**src/rtl/wait_control_if.sv**
```systemverilog
`default_nettype none
// ============================================================================
//  Module   : wait_control_if
//  Purpose  : Bundles the decoder-side inputs and the datapath strobes of the
//             wait_control instruction sequencer. The controller uses the
//             master modport. A datapath or bench model uses the slave modport.
//  Revision : 1.0 - initial release
// ============================================================================
interface wait_control_if #(
  parameter int ICNT_W = 16
);
  // Opcode encoding: HLT=0 SKZ=1 ADD=2 AND=3 XOR=4 LDA=5 STO=6 JMP=7
  logic [2:0]        opcode;
  logic              zero;
  logic              mem_ready;
  logic              resume;

  logic              load_ac;
  logic              mem_rd;
  logic              mem_wr;
  logic              inc_pc;
  logic              load_pc;
  logic              load_ir;
  logic              halt;
  logic              mem_err;
  logic [3:0]        phase;
  logic [ICNT_W-1:0] instr_cnt;

  modport master (
    input  opcode, zero, mem_ready, resume,
    output load_ac, mem_rd, mem_wr, inc_pc, load_pc, load_ir, halt,
           mem_err, phase, instr_cnt
  );

  modport slave (
    output opcode, zero, mem_ready, resume,
    input  load_ac, mem_rd, mem_wr, inc_pc, load_pc, load_ir, halt,
           mem_err, phase, instr_cnt
  );
endinterface
`default_nettype wire

```
**src/rtl/wait_control.sv**
```systemverilog
`default_nettype none
// ============================================================================
//  Module   : wait_control
//  Purpose  : 8-phase VeriRISC instruction sequencer with memory wait states
//             (mem_ready handshake), a wait-timeout error trap, a resumable
//             halt and a retired-instruction counter.
//  Revision : 1.0 - initial release
// ============================================================================
module wait_control #(
  parameter int TIMEOUT   = 15,
  parameter int ZERO_WAIT = 0,
  parameter int ICNT_W    = 16
) (
  input  wire logic      clk,
  input  wire logic      rst_,
  wait_control_if.master bus
);

  // A TIMEOUT of 0 disables the trap, but the counter still needs one bit.
  localparam int WCNT_W = (TIMEOUT < 1) ? 1 : $clog2(TIMEOUT + 1);

  localparam logic [2:0] c_op_hlt = 3'd0;
  localparam logic [2:0] c_op_skz = 3'd1;
  localparam logic [2:0] c_op_add = 3'd2;
  localparam logic [2:0] c_op_and = 3'd3;
  localparam logic [2:0] c_op_xor = 3'd4;
  localparam logic [2:0] c_op_lda = 3'd5;
  localparam logic [2:0] c_op_sto = 3'd6;
  localparam logic [2:0] c_op_jmp = 3'd7;

  typedef enum logic [3:0] {
    S_INST_ADDR  = 4'd0,
    S_INST_FETCH = 4'd1,
    S_INST_LOAD  = 4'd2,
    S_IDLE       = 4'd3,
    S_OP_ADDR    = 4'd4,
    S_OP_FETCH   = 4'd5,
    S_ALU_OP     = 4'd6,
    S_STORE      = 4'd7,
    S_HALTED     = 4'd8,
    S_ERROR      = 4'd9
  } state_t;

  state_t              r_state;
  state_t              w_next;
  logic [WCNT_W-1:0]   r_wcnt;
  logic [ICNT_W-1:0]   r_icnt;

  logic w_ready;
  logic w_aluop;
  logic w_is_hlt;
  logic w_is_skz;
  logic w_is_sto;
  logic w_is_jmp;
  logic w_waiting;
  logic w_stall;
  logic w_timeout;
  logic w_retire;

  logic w_load_ac;
  logic w_mem_rd;
  logic w_mem_wr;
  logic w_inc_pc;
  logic w_load_pc;
  logic w_load_ir;
  logic w_halt;
  logic w_mem_err;

  // In legacy zero-wait mode memory is always considered ready.
  assign w_ready  = (ZERO_WAIT != 0) ? 1'b1 : bus.mem_ready;

  assign w_aluop  = (bus.opcode == c_op_add) || (bus.opcode == c_op_and) ||
                    (bus.opcode == c_op_xor) || (bus.opcode == c_op_lda);
  assign w_is_hlt = (bus.opcode == c_op_hlt);
  assign w_is_skz = (bus.opcode == c_op_skz);
  assign w_is_sto = (bus.opcode == c_op_sto);
  assign w_is_jmp = (bus.opcode == c_op_jmp);

  // Phases that hold on mem_ready: instruction load always, ALU_OP only for
  // memory-reading opcodes, STORE only for the write.
  always_comb begin
    w_waiting = 1'b0;
    case (r_state)
      S_INST_LOAD: w_waiting = 1'b1;
      S_ALU_OP:    w_waiting = w_aluop;
      S_STORE:     w_waiting = w_is_sto;
      default:     w_waiting = 1'b0;
    endcase
  end

  assign w_stall   = w_waiting && !w_ready;
  // mem_ready arriving in the limit cycle wins because w_stall is then low.
  assign w_timeout = (TIMEOUT != 0) && w_stall &&
                     (r_wcnt == WCNT_W'(TIMEOUT));
  assign w_retire  = (r_state == S_STORE) && (w_next == S_INST_ADDR);

  // Next-state selection.
  always_comb begin
    w_next = r_state;
    case (r_state)
      S_INST_ADDR:  w_next = S_INST_FETCH;
      S_INST_FETCH: w_next = S_INST_LOAD;
      S_INST_LOAD: begin
        if (w_ready)        w_next = S_IDLE;
        else if (w_timeout) w_next = S_ERROR;
      end
      S_IDLE:       w_next = S_OP_ADDR;
      S_OP_ADDR:    w_next = w_is_hlt ? S_HALTED : S_OP_FETCH;
      S_OP_FETCH:   w_next = S_ALU_OP;
      S_ALU_OP: begin
        if (!w_aluop || w_ready) w_next = S_STORE;
        else if (w_timeout)      w_next = S_ERROR;
      end
      S_STORE: begin
        if (!w_is_sto || w_ready) w_next = S_INST_ADDR;
        else if (w_timeout)       w_next = S_ERROR;
      end
      S_HALTED:     w_next = bus.resume ? S_INST_ADDR : S_HALTED;
      S_ERROR:      w_next = S_ERROR;
      default:      w_next = S_INST_ADDR;
    endcase
  end

  // Datapath strobes decoded from the current phase and opcode.
  always_comb begin
    w_load_ac = 1'b0;
    w_mem_rd  = 1'b0;
    w_mem_wr  = 1'b0;
    w_inc_pc  = 1'b0;
    w_load_pc = 1'b0;
    w_load_ir = 1'b0;
    w_halt    = 1'b0;
    w_mem_err = 1'b0;
    case (r_state)
      S_INST_FETCH: w_mem_rd = 1'b1;
      S_INST_LOAD: begin
        w_mem_rd  = 1'b1;
        w_load_ir = w_ready;
      end
      S_IDLE: begin
        w_mem_rd  = 1'b1;
        w_load_ir = 1'b1;
      end
      S_OP_ADDR: begin
        w_inc_pc = 1'b1;
        w_halt   = w_is_hlt;
      end
      S_OP_FETCH:   w_mem_rd = w_aluop;
      S_ALU_OP: begin
        w_mem_rd  = w_aluop;
        w_load_ac = w_aluop && w_ready;
        w_inc_pc  = w_is_skz && bus.zero;
        w_load_pc = w_is_jmp;
      end
      S_STORE: begin
        w_mem_rd  = w_aluop;
        w_load_ac = w_aluop;
        w_inc_pc  = w_is_jmp;
        w_load_pc = w_is_jmp;
        w_mem_wr  = w_is_sto;
      end
      S_HALTED:     w_halt = 1'b1;
      S_ERROR: begin
        w_halt    = 1'b1;
        w_mem_err = 1'b1;
      end
      default: ;
    endcase
  end

  // Phase register.
  always_ff @(posedge clk or negedge rst_) begin
    if (!rst_) r_state <= S_INST_ADDR;
    else       r_state <= w_next;
  end

  // Consecutive not-ready counter, restarted whenever the phase changes.
  always_ff @(posedge clk or negedge rst_) begin
    if (!rst_)                  r_wcnt <= '0;
    else if (w_next != r_state) r_wcnt <= '0;
    else if (w_stall)           r_wcnt <= r_wcnt + 1'b1;
  end

  // Retired-instruction counter, bumped as STORE hands back to INST_ADDR.
  always_ff @(posedge clk or negedge rst_) begin
    if (!rst_)         r_icnt <= '0;
    else if (w_retire) r_icnt <= r_icnt + 1'b1;
  end

  assign bus.load_ac   = w_load_ac;
  assign bus.mem_rd    = w_mem_rd;
  assign bus.mem_wr    = w_mem_wr;
  assign bus.inc_pc    = w_inc_pc;
  assign bus.load_pc   = w_load_pc;
  assign bus.load_ir   = w_load_ir;
  assign bus.halt      = w_halt;
  assign bus.mem_err   = w_mem_err;
  assign bus.phase     = r_state;
  assign bus.instr_cnt = r_icnt;

endmodule
`default_nettype wire
```
**src/flat_wrapper.sv**
```systemverilog
// flat-port wrapper written by rule: the top's interface ports become plain ports
module wait_control_flat 
#(
  parameter int TIMEOUT   = 15,
  parameter int ZERO_WAIT = 0,
  parameter int ICNT_W    = 16
)
  (clk, rst_, bus_opcode, bus_zero, bus_mem_ready, bus_resume, bus_load_ac, bus_mem_rd, bus_mem_wr, bus_inc_pc, bus_load_pc, bus_load_ir, bus_halt, bus_mem_err, bus_phase, bus_instr_cnt);
  wait_control_if #(.ICNT_W(ICNT_W)) bus_i ();
  input  wire logic clk;
  input  wire logic rst_;
  input wire logic [$bits(bus_i.opcode)-1:0] bus_opcode;
  input wire logic [$bits(bus_i.zero)-1:0] bus_zero;
  input wire logic [$bits(bus_i.mem_ready)-1:0] bus_mem_ready;
  input wire logic [$bits(bus_i.resume)-1:0] bus_resume;
  output wire logic [$bits(bus_i.load_ac)-1:0] bus_load_ac;
  output wire logic [$bits(bus_i.mem_rd)-1:0] bus_mem_rd;
  output wire logic [$bits(bus_i.mem_wr)-1:0] bus_mem_wr;
  output wire logic [$bits(bus_i.inc_pc)-1:0] bus_inc_pc;
  output wire logic [$bits(bus_i.load_pc)-1:0] bus_load_pc;
  output wire logic [$bits(bus_i.load_ir)-1:0] bus_load_ir;
  output wire logic [$bits(bus_i.halt)-1:0] bus_halt;
  output wire logic [$bits(bus_i.mem_err)-1:0] bus_mem_err;
  output wire logic [$bits(bus_i.phase)-1:0] bus_phase;
  output wire logic [$bits(bus_i.instr_cnt)-1:0] bus_instr_cnt;
  assign bus_i.opcode = bus_opcode;
  assign bus_i.zero = bus_zero;
  assign bus_i.mem_ready = bus_mem_ready;
  assign bus_i.resume = bus_resume;
  assign bus_load_ac = bus_i.load_ac;
  assign bus_mem_rd = bus_i.mem_rd;
  assign bus_mem_wr = bus_i.mem_wr;
  assign bus_inc_pc = bus_i.inc_pc;
  assign bus_load_pc = bus_i.load_pc;
  assign bus_load_ir = bus_i.load_ir;
  assign bus_halt = bus_i.halt;
  assign bus_mem_err = bus_i.mem_err;
  assign bus_phase = bus_i.phase;
  assign bus_instr_cnt = bus_i.instr_cnt;
  wait_control #(.TIMEOUT(TIMEOUT), .ZERO_WAIT(ZERO_WAIT), .ICNT_W(ICNT_W)) u_core (.clk(clk), .rst_(rst_), .bus(bus_i));
endmodule
```
**config.mk**
```make
export PLATFORM = sky130hd
export DESIGN_NAME = wait_control_flat
export DESIGN_NICKNAME = d
export VERILOG_FILES = /design/src/rtl/wait_control_if.sv /design/src/rtl/wait_control.sv /design/src/flat_wrapper.sv
export SDC_FILE = /design/constraint.sdc
export NUM_CORES = 1
export LEC_CHECK = 0
export BUFFER_PORTS_ARGS = -buffer_cell sky130_fd_sc_hd__buf_2
export CORE_MARGIN = 2
export CORE_UTILIZATION = 30
export CTS_CLUSTER_DIAMETER = 60
export DETAILED_ROUTE_END_ITERATION = 8
export PLACE_DENSITY = 0.54
export SLEW_MARGIN = 20
export SYNTH_ARGS = -nofsm -noshare
export SYNTH_HDL_FRONTEND = slang
export SYNTH_SLANG_ARGS = --single-unit
```
**constraint.sdc**
```tcl
create_clock -name clk -period 2.1 [get_ports clk]
set_input_delay 0.42 -clock clk [delete_from_list [all_inputs] [get_ports clk]]
set_output_delay 0.42 -clock clk [all_outputs]
set_load 0.005 [all_outputs]
```
**Word level (Yosys, flattened, before mapping)**

Index checks and enable logic that the tools add are counted.

- Register bits after elaboration: 24
- Output and inout port bits: 28

- Add/sub/neg operators: 2
- Equal/unequal tests: 18
- Multiplexer cells: 18
- Reduce and logical (&&, ||, !) cells: 21

Operators by type and width:

| operator | count |
|---|---|
| 4-bit one-hot mux with 10 select lines | 1 |
| 4-bit two-way mux | 8 |
| 16-bit by 1-bit adder with 16-bit output (second input constant) | 1 |
| 4-bit by 3-bit equality test with 1-bit output (second input constant) | 4 |
| 3-bit equality test (second input constant) | 4 |
| 4-bit equality test (second input constant) | 3 |
| 4-bit by 2-bit equality test with 1-bit output (second input constant) | 2 |
| 4-bit zero test | 2 |
| 1-bit one-hot mux with 2 select lines | 4 |
| 3-bit by 2-bit equality test with 1-bit output (second input constant) | 2 |
| 1-bit one-hot mux with 3 select lines | 2 |
| 3-bit OR reduction | 2 |
| 1-bit logical AND | 5 |
| 1-bit logical OR | 5 |
| 4-bit by 1-bit adder with 4-bit output (second input constant) | 1 |
| 4-bit by 1-bit equality test with 1-bit output (second input constant) | 1 |
| 4-bit inequality test | 1 |
| 2-bit OR reduction | 2 |
| 3-bit by 1-bit equality test with 1-bit output (second input constant) | 1 |
| 1-bit zero test | 3 |
| 3-bit zero test | 1 |
| 1-bit two-way mux | 3 |
| 2-bit nonzero test | 1 |

**Logic depth before layout (Yosys ltp)**

Gate-level depths: netlist of the first run.

- Depth in word-level cells: 12
- Gate-level depth with buffers: 7
- Depth with buffers taken out: 6

**Least setup slack after synthesis of the first run**

Ideal clock, no wire load.

- Path type: reg-to-reg
- Start point: reg u_core.r_state[3], in the netlist u_core.bus.phase[3]
- End point: reg u_core.r_icnt[9], in the netlist u_core.bus.instr_cnt[9]
- Library setup time: 0.123 ns
- Arrival time: 1.627 ns
- Required time: 1.977 ns
- Path slack: 0.350 ns
- Cell stages (with the launch flop): 8
- Period minus slack after synthesis: 1.750 ns
- Path through: dfrtp_1 -> buf_2 -> nand4b_2 -> nor2_2 -> and3_1 -> and2b_2 -> nand3_1 -> xnor2_1

- Word-level cells in the longest chain between the ends: 9
- Elaborated cells on any way between the ends: 20

RTL lines:

| item | RTL line | RTL |
|---|---|---|
| from (decl) | wait_control.sv:44 | `state_t r_state;` |
| from (signal assigned) | wait_control.sv:174 | `else r_state <= w_next;` |
| 4-bit by 3-bit equality test with 1-bit output, or another cell as far along | wait_control.sv:83, wait_control.sv:95, wait_control.sv:100 |  |
| 1-bit one-hot mux with 3 select lines | wait_control.sv:83 | `case (r_state)` |
| 1-bit logical AND | wait_control.sv:91 | `assign w_stall = w_waiting && !w_ready;` |
| 1-bit logical AND | wait_control.sv:93 | `assign w_timeout = (TIMEOUT != 0) && w_stall &&` |
| 4-bit two-way mux | wait_control.sv:105, wait_control.sv:112, wait_control.sv:116 |  |
| 4-bit two-way mux, on equally long branches | wait_control.sv:115, wait_control.sv:104, wait_control.sv:111 |  |
| 4-bit one-hot mux with 10 select lines | wait_control.sv:100 | `case (r_state)` |
| 4-bit zero test | wait_control.sv:95 | `assign w_retire = (r_state == S_STORE) && (w_next == S_INST_ADDR);` |
| 1-bit logical AND (*) | wait_control.sv:95 |  |
| to (signal assigned) | wait_control.sv:187 | `else if (w_retire) r_icnt <= r_icnt + 1'b1;` |
| to (decl) | wait_control.sv:47 | `logic [ICNT_W-1:0] r_icnt;` |

Every way passes the cells marked *; elsewhere a longest branch is shown, timed or not.
A chain may end at the register's enable or synchronous reset.

**Worst setup path in the final report of the first run**

- Start point: reg u_core.r_state[0], in the netlist u_core.bus.phase[0]
- End point: reg u_core.r_icnt[9], in the netlist u_core.bus.instr_cnt[9]

Same word-level chain as after synthesis.

==> impl_metrics.toml, run 1 <==
[routing]
ant_nets = 0
wirelength_mm = 3.09
drc = 0
drt_iter0_markers = 109
vias = 1180
avgViaCountPerCell = 5.04
wl_per_cell_um = 13.2
drt_pass1_iterations = 4

[clock_network]
cts_hold_buffers = 0
cts_made_buffers = 3
cts_resized = 0
ctsHtreeMaxLevel = 1
clk_latency_ps = 260
clk_pin_slew_ps = 80
cts_buffer_depth = 2
postCtsSetupBuffers = 0
clkSinkCount = 24
cts_root_buf = "clkbuf_8"
cts_tree = "yes"

[finish]
area_growth_pct = 23.2
fin_area_sq_um = 1710
drive_above_1_share = 0.324
n_antenna_cell = 0
nNetsFinal = 193

[placement]
dp_hpwl_mm = 2.39
io_buffers = 35
place_congestion = 0.824
dpl-instance-area_sq_um = 1660

[sta]
post-route-period-util = 0.904
grt_setup_unrepaired = "no"
slew_headroom = 0.638
clock_skew_ps = 2.38
max_freq_mhz = 527
setup_violations = 0
worst_slew_pin_slew_ps = 542
drv_slew = 0
period_minus_slack_ps = 1900
tns_ps = 0
finalHoldViolCount = 0

[floorplan]
start_util = 0.315
ioPinCount = 36
die-area_sq_um = 5190
chipWidth_um = 72.0
coreArea_sq_um = 4410
rows = 24
die-height_um = 72.0

[setup_path]
end_kind = "register"
r2r-end = "u_core.bus.instr_cnt[9]"
startpoint_type = "register"
required_ps = 2250
ff2ff_path_depth = 6
path_max_fanout = 10
critPathKind = "reg -> reg"
cp-startpoint = "u_core.bus.phase[0]"
worstPathArrival_ps = 2050
r2r-start = "u_core.bus.phase[0]"
r2r_slack_ps = 200
crit_end = "u_core.bus.instr_cnt[9]"

[global_routing]
grt_pass1_wl_mm = 5.24
grt_pass1_vias = 1179
grt_max_degree = 25
busiest_layer = "met2"
met3_usage = 0.0125
grt_usage = 0.123
antenna_found_initial = 0
grt.met1_usage = 0.167
overflow = 0
use_met2 = 0.205

[synth]
ys_async_sr_fraction = 1.00
synth_edf_count = 0
synth_area_leaders = "dfrtp_1 (43%), xnor2_1 (9.5%), nand3_1 (3.6%)"
synth_area_sq_um = 1390
yosys.area.top_type_share = 0.432
syn_inst = 141
yosys.cell_count.top_type = "dfrtp_1"
ys_warn_count = 0
synth_top_area_cell = "dfrtp_1"
yosysSeqAreaShare = 0.432
ys.flop_type = "dfrtp_1"
syn_avg_cell_area_sq_um = 9.85
synth_common_cells = "dfrtp_1 (24), xnor2_1 (15), nand2_1 (13), nor2_1 (12), nand3_1 (10)"
syn-num-nets = 151
synthDistinctLibCells = 38
synth-seq-cells = 24

[pwr]
cellPowerDensity_nw_per_um2 = 1050
p_leak_uw = 0.000816
vdd_ir_drop_max_v = 0.000419

[run]
cap_violations = 0

[worst_hold_path]
hold_class = "in -> async"

[run_status]
status = "finished, final reports clean"
## cells in the final DEF (no fill, tap or decap), drive strengths merged, types with 5 or more instances in the layout
cell	count
nor2	15
and3	5
xor2	5
buf	42
xnor2	15
a21oi	6
nand3	10
nand2	13
nor3	8
dfrtp	24
## metal layers
layer,up-vias,wire length (um),share of wire
met2,32,1430,0.46
met3,4,154,0.050
met1,566,1470,0.48
li1,578,-,-
met4,0,31,0.010
met5,-,0,0
## power by group
group | internal, uW | total, uW | switching, uW
logic | 376 | 819 | 442
registers | 546 | 672 | 126
clock network | 167 | 306 | 139
## critical path: stages, from the launching register on
cell,delay [ps]
dfrtp_1,560
nand4b_2,230
nor2_2,270
and3_1,250
and2b_2,220
nand3_1,110
xnor2_1,140
## cell families after synthesis
family	after synthesis	synth area share
and+or+nand+nor	64	0.256
DFF	24	0.432
AOI/OAI and AO/OA	21	0.122
xor gates and xnor gates	20	0.126
buffers and inverters	7	0.0234
muxes	3	0.0225
adders and majority gates	2	0.0180
## worst min path at each step
stage | to | slack [ps] | depth (start not counted)
CTS | u_core.bus.instr_cnt[5] | 150 | 1
finish | u_core.bus.instr_cnt[5] | 130 | 1
global placement | u_core.bus.instr_cnt[6] | 420 | 1
floorplan | u_core.bus.instr_cnt[0] | 120 | 0
detailed placement | u_core.bus.instr_cnt[5] | 440 | 1
global route | u_core.bus.instr_cnt[5] | 170 | 1
## cell type report
class,instances,area [sq um]
sequential,24,601
inverter,2,7.51
fill,458,2700
tap,52,65.1
timing repair buffer,42,228
multi-input combinational,110,756
clock buffer,4,55.1
## flip-flops by register name, summed over array words and instances (netlist names)
name	cells
u_core.bus.instr_cnt	16
u_core.r_wcnt	4
u_core.bus.phase	4
## stage by stage
step                       util  hold slack (ps)  setup slack [ps]  total power (uW)  std cells
after floorplan               -              124               350              1200        141
after global placement    0.375              421               127              1490        230
after detailed placement  0.375              438              37.4              1500        230
after CTS                 0.388              150               203              1810        234
after global routing      0.388              166              53.3              1950        234
final                     0.388              133               201              1800        234
(Power assumes the default switching activity.)
==> inputs of run 2 (changes only) <==
- RECOVER_POWER: unset -> 50
==> run 2 against run 1 <==
  * Clock power barely moved
  * Critical path depth did not move
  * Via count barely moved
  * Critical endpoint unchanged
==> impl_metrics.toml, run 2 (synthesized netlist as in run 1, its figures left out) <==
[sta]
post-route-period-util = 0.903
tns_ps = 0
period_minus_slack_ps = 1900
worst_slew_pin_slew_ps = 1310
drv_slew = 0
slew_headroom = 0.127
finalHoldViolCount = 0
grt_setup_unrepaired = "no"
setup_violations = 0
clock_skew_ps = 2.54
max_freq_mhz = 528

[setup_path]
required_ps = 2250
crit_chain = "nand4b_2 -> nor2_2 -> and3_1 -> and2b_2 -> nand3_1 -> xnor2_1"
startpoint_type = "register"
worstPathArrival_ps = 2040
r2r_slack_ps = 200
cp_slowest_cell = "dfrtp_1"
path_max_fanout = 10
critPathKind = "reg -> reg"
max_stage_delay_ps = 560
end_kind = "register"

[clock_network]
cts_made_buffers = 3
cts_root_buf = "clkbuf_8"
cts_tree = "yes"
clkSinkCount = 24
clk_pin_slew_ps = 80
postCtsSetupBuffers = 0
ctsHtreeMaxLevel = 1
cts_buffer_depth = 2
clk_latency_ps = 260
cts_hold_buffers = 0
cts_resized = 0

[placement]
place_congestion = 0.824
placed_cells = 230
dp_hpwl_mm = 2.39
dpl-instance-area_sq_um = 1660
io_buffers = 35

[finish]
final_common_cell = "buf_2"
nNetsFinal = 193
final_cell_mix = "buf_2 (28), dfrtp_1 (24), xnor2_1 (15)"
post-route-util = 0.386
fin_cells = 234
area_growth_pct = 22.6
fin_area_sq_um = 1700
fillers = 461
n_antenna_cell = 0
largest_register_ffs = 16
drive_above_1_share = 0.286

[floorplan]
die-height_um = 72.0
die-area_sq_um = 5190
chipWidth_um = 72.0
start_util = 0.315
rows = 24
coreArea_sq_um = 4410
ioPinCount = 36

[global_routing]
grt_pass1_wl_mm = 5.24
grt_usage = 0.123
grt_pass1_vias = 1179
overflow = 0
grt_max_degree = 25
antenna_found_initial = 0

[pwr]
cellPowerDensity_nw_per_um2 = 1050
p_leak_uw = 0.000788
vdd_ir_drop_max_v = 0.000419

[routing]
wirelength_mm = 3.08
drc = 0
drt_pass1_iterations = 4
wl_per_cell_um = 13.2
avgViaCountPerCell = 5.04
ant_nets = 0
vias = 1179
drt_iter0_markers = 108
met3_length_um = 152
m1WireLength_mm = 1.47
wl_met2_mm = 1.43
routed.top_layer = "met4"

[run_status]
status = "finished, final reports clean"

[worst_hold_path]
hold_class = "in -> async"

[run]
cap_violations = 0
run 2: area by class of cell:
class	instances	area, sq um	share of cell area
clock buffers	4	55.1	0.0323
inverters	2	7.51	0.00441
multi-input cells	110	756	0.444
flip-flops and latches	24	601	0.353
well taps	52	65.1	0.0382
repair buffers	42	219	0.129
run 2: metal layers:
metal / vias to the layer above / global-route usage
met5: - / 0
met4: 0 / 0.0440
met3: 4 / 0.0125
met2: 32 / 0.205
met1: 565 / 0.167
li1: 578 / -
run 2: report_power, final:
| part | switching, uW | internal [uW] |
|---|---|---|
| Combinational | 442 | 374 |
| Sequential | 126 | 546 |
| Clock | 139 | 167 |
run 2: stage by stage:
step                power, uW  hold slack (ps)  setup WS, ps
floorplan                1200              124           350
global placement         1490              421           127
detailed placement       1500              438          37.4
CTS                      1810              150           203
global route             1940              529          53.3
finish                   1790              426           205
run 2: worst max-delay path: cells and delay by family (launching register included):
family        cells  cell delay, ps
flops             1             560
simple gates      5            1080
xor+xnor          1             140
run 2: worst paths after layout:
check / startpoint / end / cells after the start
max: u_core.bus.phase[0] / u_core.bus.instr_cnt[9] / 6
min: rst_ / u_core.bus.instr_cnt[5] / 1
max reg2reg: u_core.bus.phase[0] / u_core.bus.instr_cnt[9] / 6
min reg2reg: u_core.bus.instr_cnt[15] / u_core.bus.instr_cnt[15] / 1
min in group clk: u_core.bus.instr_cnt[15] / u_core.bus.instr_cnt[15] / 1
max in group asynchronous: rst_ / u_core.r_wcnt[0] / 1
==> inputs of run 3 (changes only) <==
- MAX_ROUTING_LAYER: unset -> met4
==> run 3 against run 2 <==
  * Final area did not move
  * Routed wire length fell by 0.16%
  * Total power barely moved
  * Sequential cell count did not move
  * Die area did not move
  * Count of clock-buffer cells in the layout did not move
  * Critical endpoint unchanged
  * Sequential power barely moved
  * Via count did not move
  * Largest cell class unchanged
  * Fmax barely moved
  * Sequential share of layout area did not move
  * Register-to-register slack barely moved
==> impl_metrics.toml, run 3 (synthesized netlist as in run 1, its figures left out) <==
[run_status]
status = "finished, final reports clean"

[run]
cap_violations = 0

[worst_hold_path]
hold_class = "in -> async"

[setup_path]
critPathKind = "reg -> reg"
crit_chain = "nand4b_2 -> nor2_2 -> and3_1 -> and2b_2 -> nand3_1 -> xnor2_1"
startpoint_type = "register"
crit_family = "simple AND/OR/NAND/NOR gates"
r2r_slack_ps = 210
r2r-end = "u_core.bus.instr_cnt[9]"
r2r-start = "u_core.bus.phase[0]"
worstPathArrival_ps = 2040
cp_slowest_cell = "dfrtp_1"
max_stage_delay_ps = 560
required_ps = 2250
end_kind = "register"
ff2ff_path_depth = 6
critPathBufInv = 0
path_max_fanout = 10

[sta]
finalHoldViolCount = 0
slew_headroom = 0.133
worst_slack_ps = 205
period_minus_slack_ps = 1890
drv_slew = 0
tns_ps = 0
clock_skew_ps = 2.63
grt_setup_unrepaired = "no"
worst_slew_pin_slew_ps = 1300
setup_violations = 0
post-route-period-util = 0.902
max_freq_mhz = 528

[finish]
area_growth_pct = 22.6
post-route-util = 0.386
n_antenna_cell = 0
fin_area_sq_um = 1700
largest_register_ffs = 16
final_cell_mix = "buf_2 (28), dfrtp_1 (24), xnor2_1 (15)"
drive_above_1_share = 0.286
nNetsFinal = 193
final_common_cell = "buf_2"

[floorplan]
ioPinCount = 36
die-area_sq_um = 5190
die-height_um = 72.0
rows = 24
start_util = 0.315
chipWidth_um = 72.0
coreArea_sq_um = 4410

[global_routing]
grt_usage = 0.127
grt_max_degree = 25
antenna_found_initial = 0
grt_pass1_vias = 1181
overflow = 0
grt_pass1_wl_mm = 5.25

[clock_network]
cts_root_buf = "clkbuf_8"
ctsHtreeMaxLevel = 1
cts_buffer_depth = 2
postCtsSetupBuffers = 0
cts_resized = 0
clkSinkCount = 24
clk_pin_slew_ps = 80
cts_made_buffers = 3
cts_tree = "yes"
cts_hold_buffers = 0
clk_latency_ps = 260

[routing]
avgViaCountPerCell = 5.04
ant_nets = 0
wirelength_mm = 3.08
wl_per_cell_um = 13.1
vias = 1179
drt_pass1_iterations = 4
drc = 0
drt_iter0_markers = 63

[placement]
dp_hpwl_mm = 2.39
io_buffers = 35
dpl-instance-area_sq_um = 1660
dp_slack_ps = 37.4
place_congestion = 0.836

[pwr]
vdd_ir_drop_max_v = 0.000419
cellPowerDensity_nw_per_um2 = 1050
p_leak_uw = 0.000788
-- run 3: routing by layer --
metal  vias up  GRT usage  routed length (um)
met5         -          -                   0
met2        32      0.207                1420
li1        578          -                   -
met3         4    0.00972                 139
met4         0     0.0440                  30
met1       565      0.167                1480
-- run 3: where the power goes --
| group | internal (uW) | switching (uW) | leakage (uW) |
|---|---|---|---|
| clock | 167 | 139 | 0.0000288 |
| combinational | 374 | 442 | 0.000438 |
| sequential | 546 | 126 | 0.000321 |
-- run 3: worst max-delay path by stage --
stage          slack (ps)  depth (start not counted)                 from                       to
2_1_floorplan         350                          7  u_core.bus.phase[3]  u_core.bus.instr_cnt[9]
3_3_place_gp          130                          7        bus_opcode[2]         u_core.r_wcnt[1]
3_5_place_dp           40                          7        bus_opcode[2]         u_core.r_wcnt[1]
4_1_cts               200                          6  u_core.bus.phase[0]  u_core.bus.instr_cnt[9]
5_1_grt                50                          6  u_core.bus.phase[0]  u_core.bus.instr_cnt[9]
6_report              210                          6  u_core.bus.phase[0]  u_core.bus.instr_cnt[9]
-- run 3: metrics by stage --
stage	power (uW)	instances	hold slack, ps
after detailed placement	1500	230	438
final	1790	234	423
after CTS	1810	234	150
after floorplan	1200	141	124
after global placement	1490	230	421
after global routing	1940	234	529
-- run 3: cell type report --
type | count | area, sq um
multi-input combinational | 110 | 756
sequential | 24 | 601
tap | 52 | 65.1
clock buffer | 4 | 55.1
fill | 461 | 2710
timing repair buffer | 42 | 219
inverter | 2 | 7.51
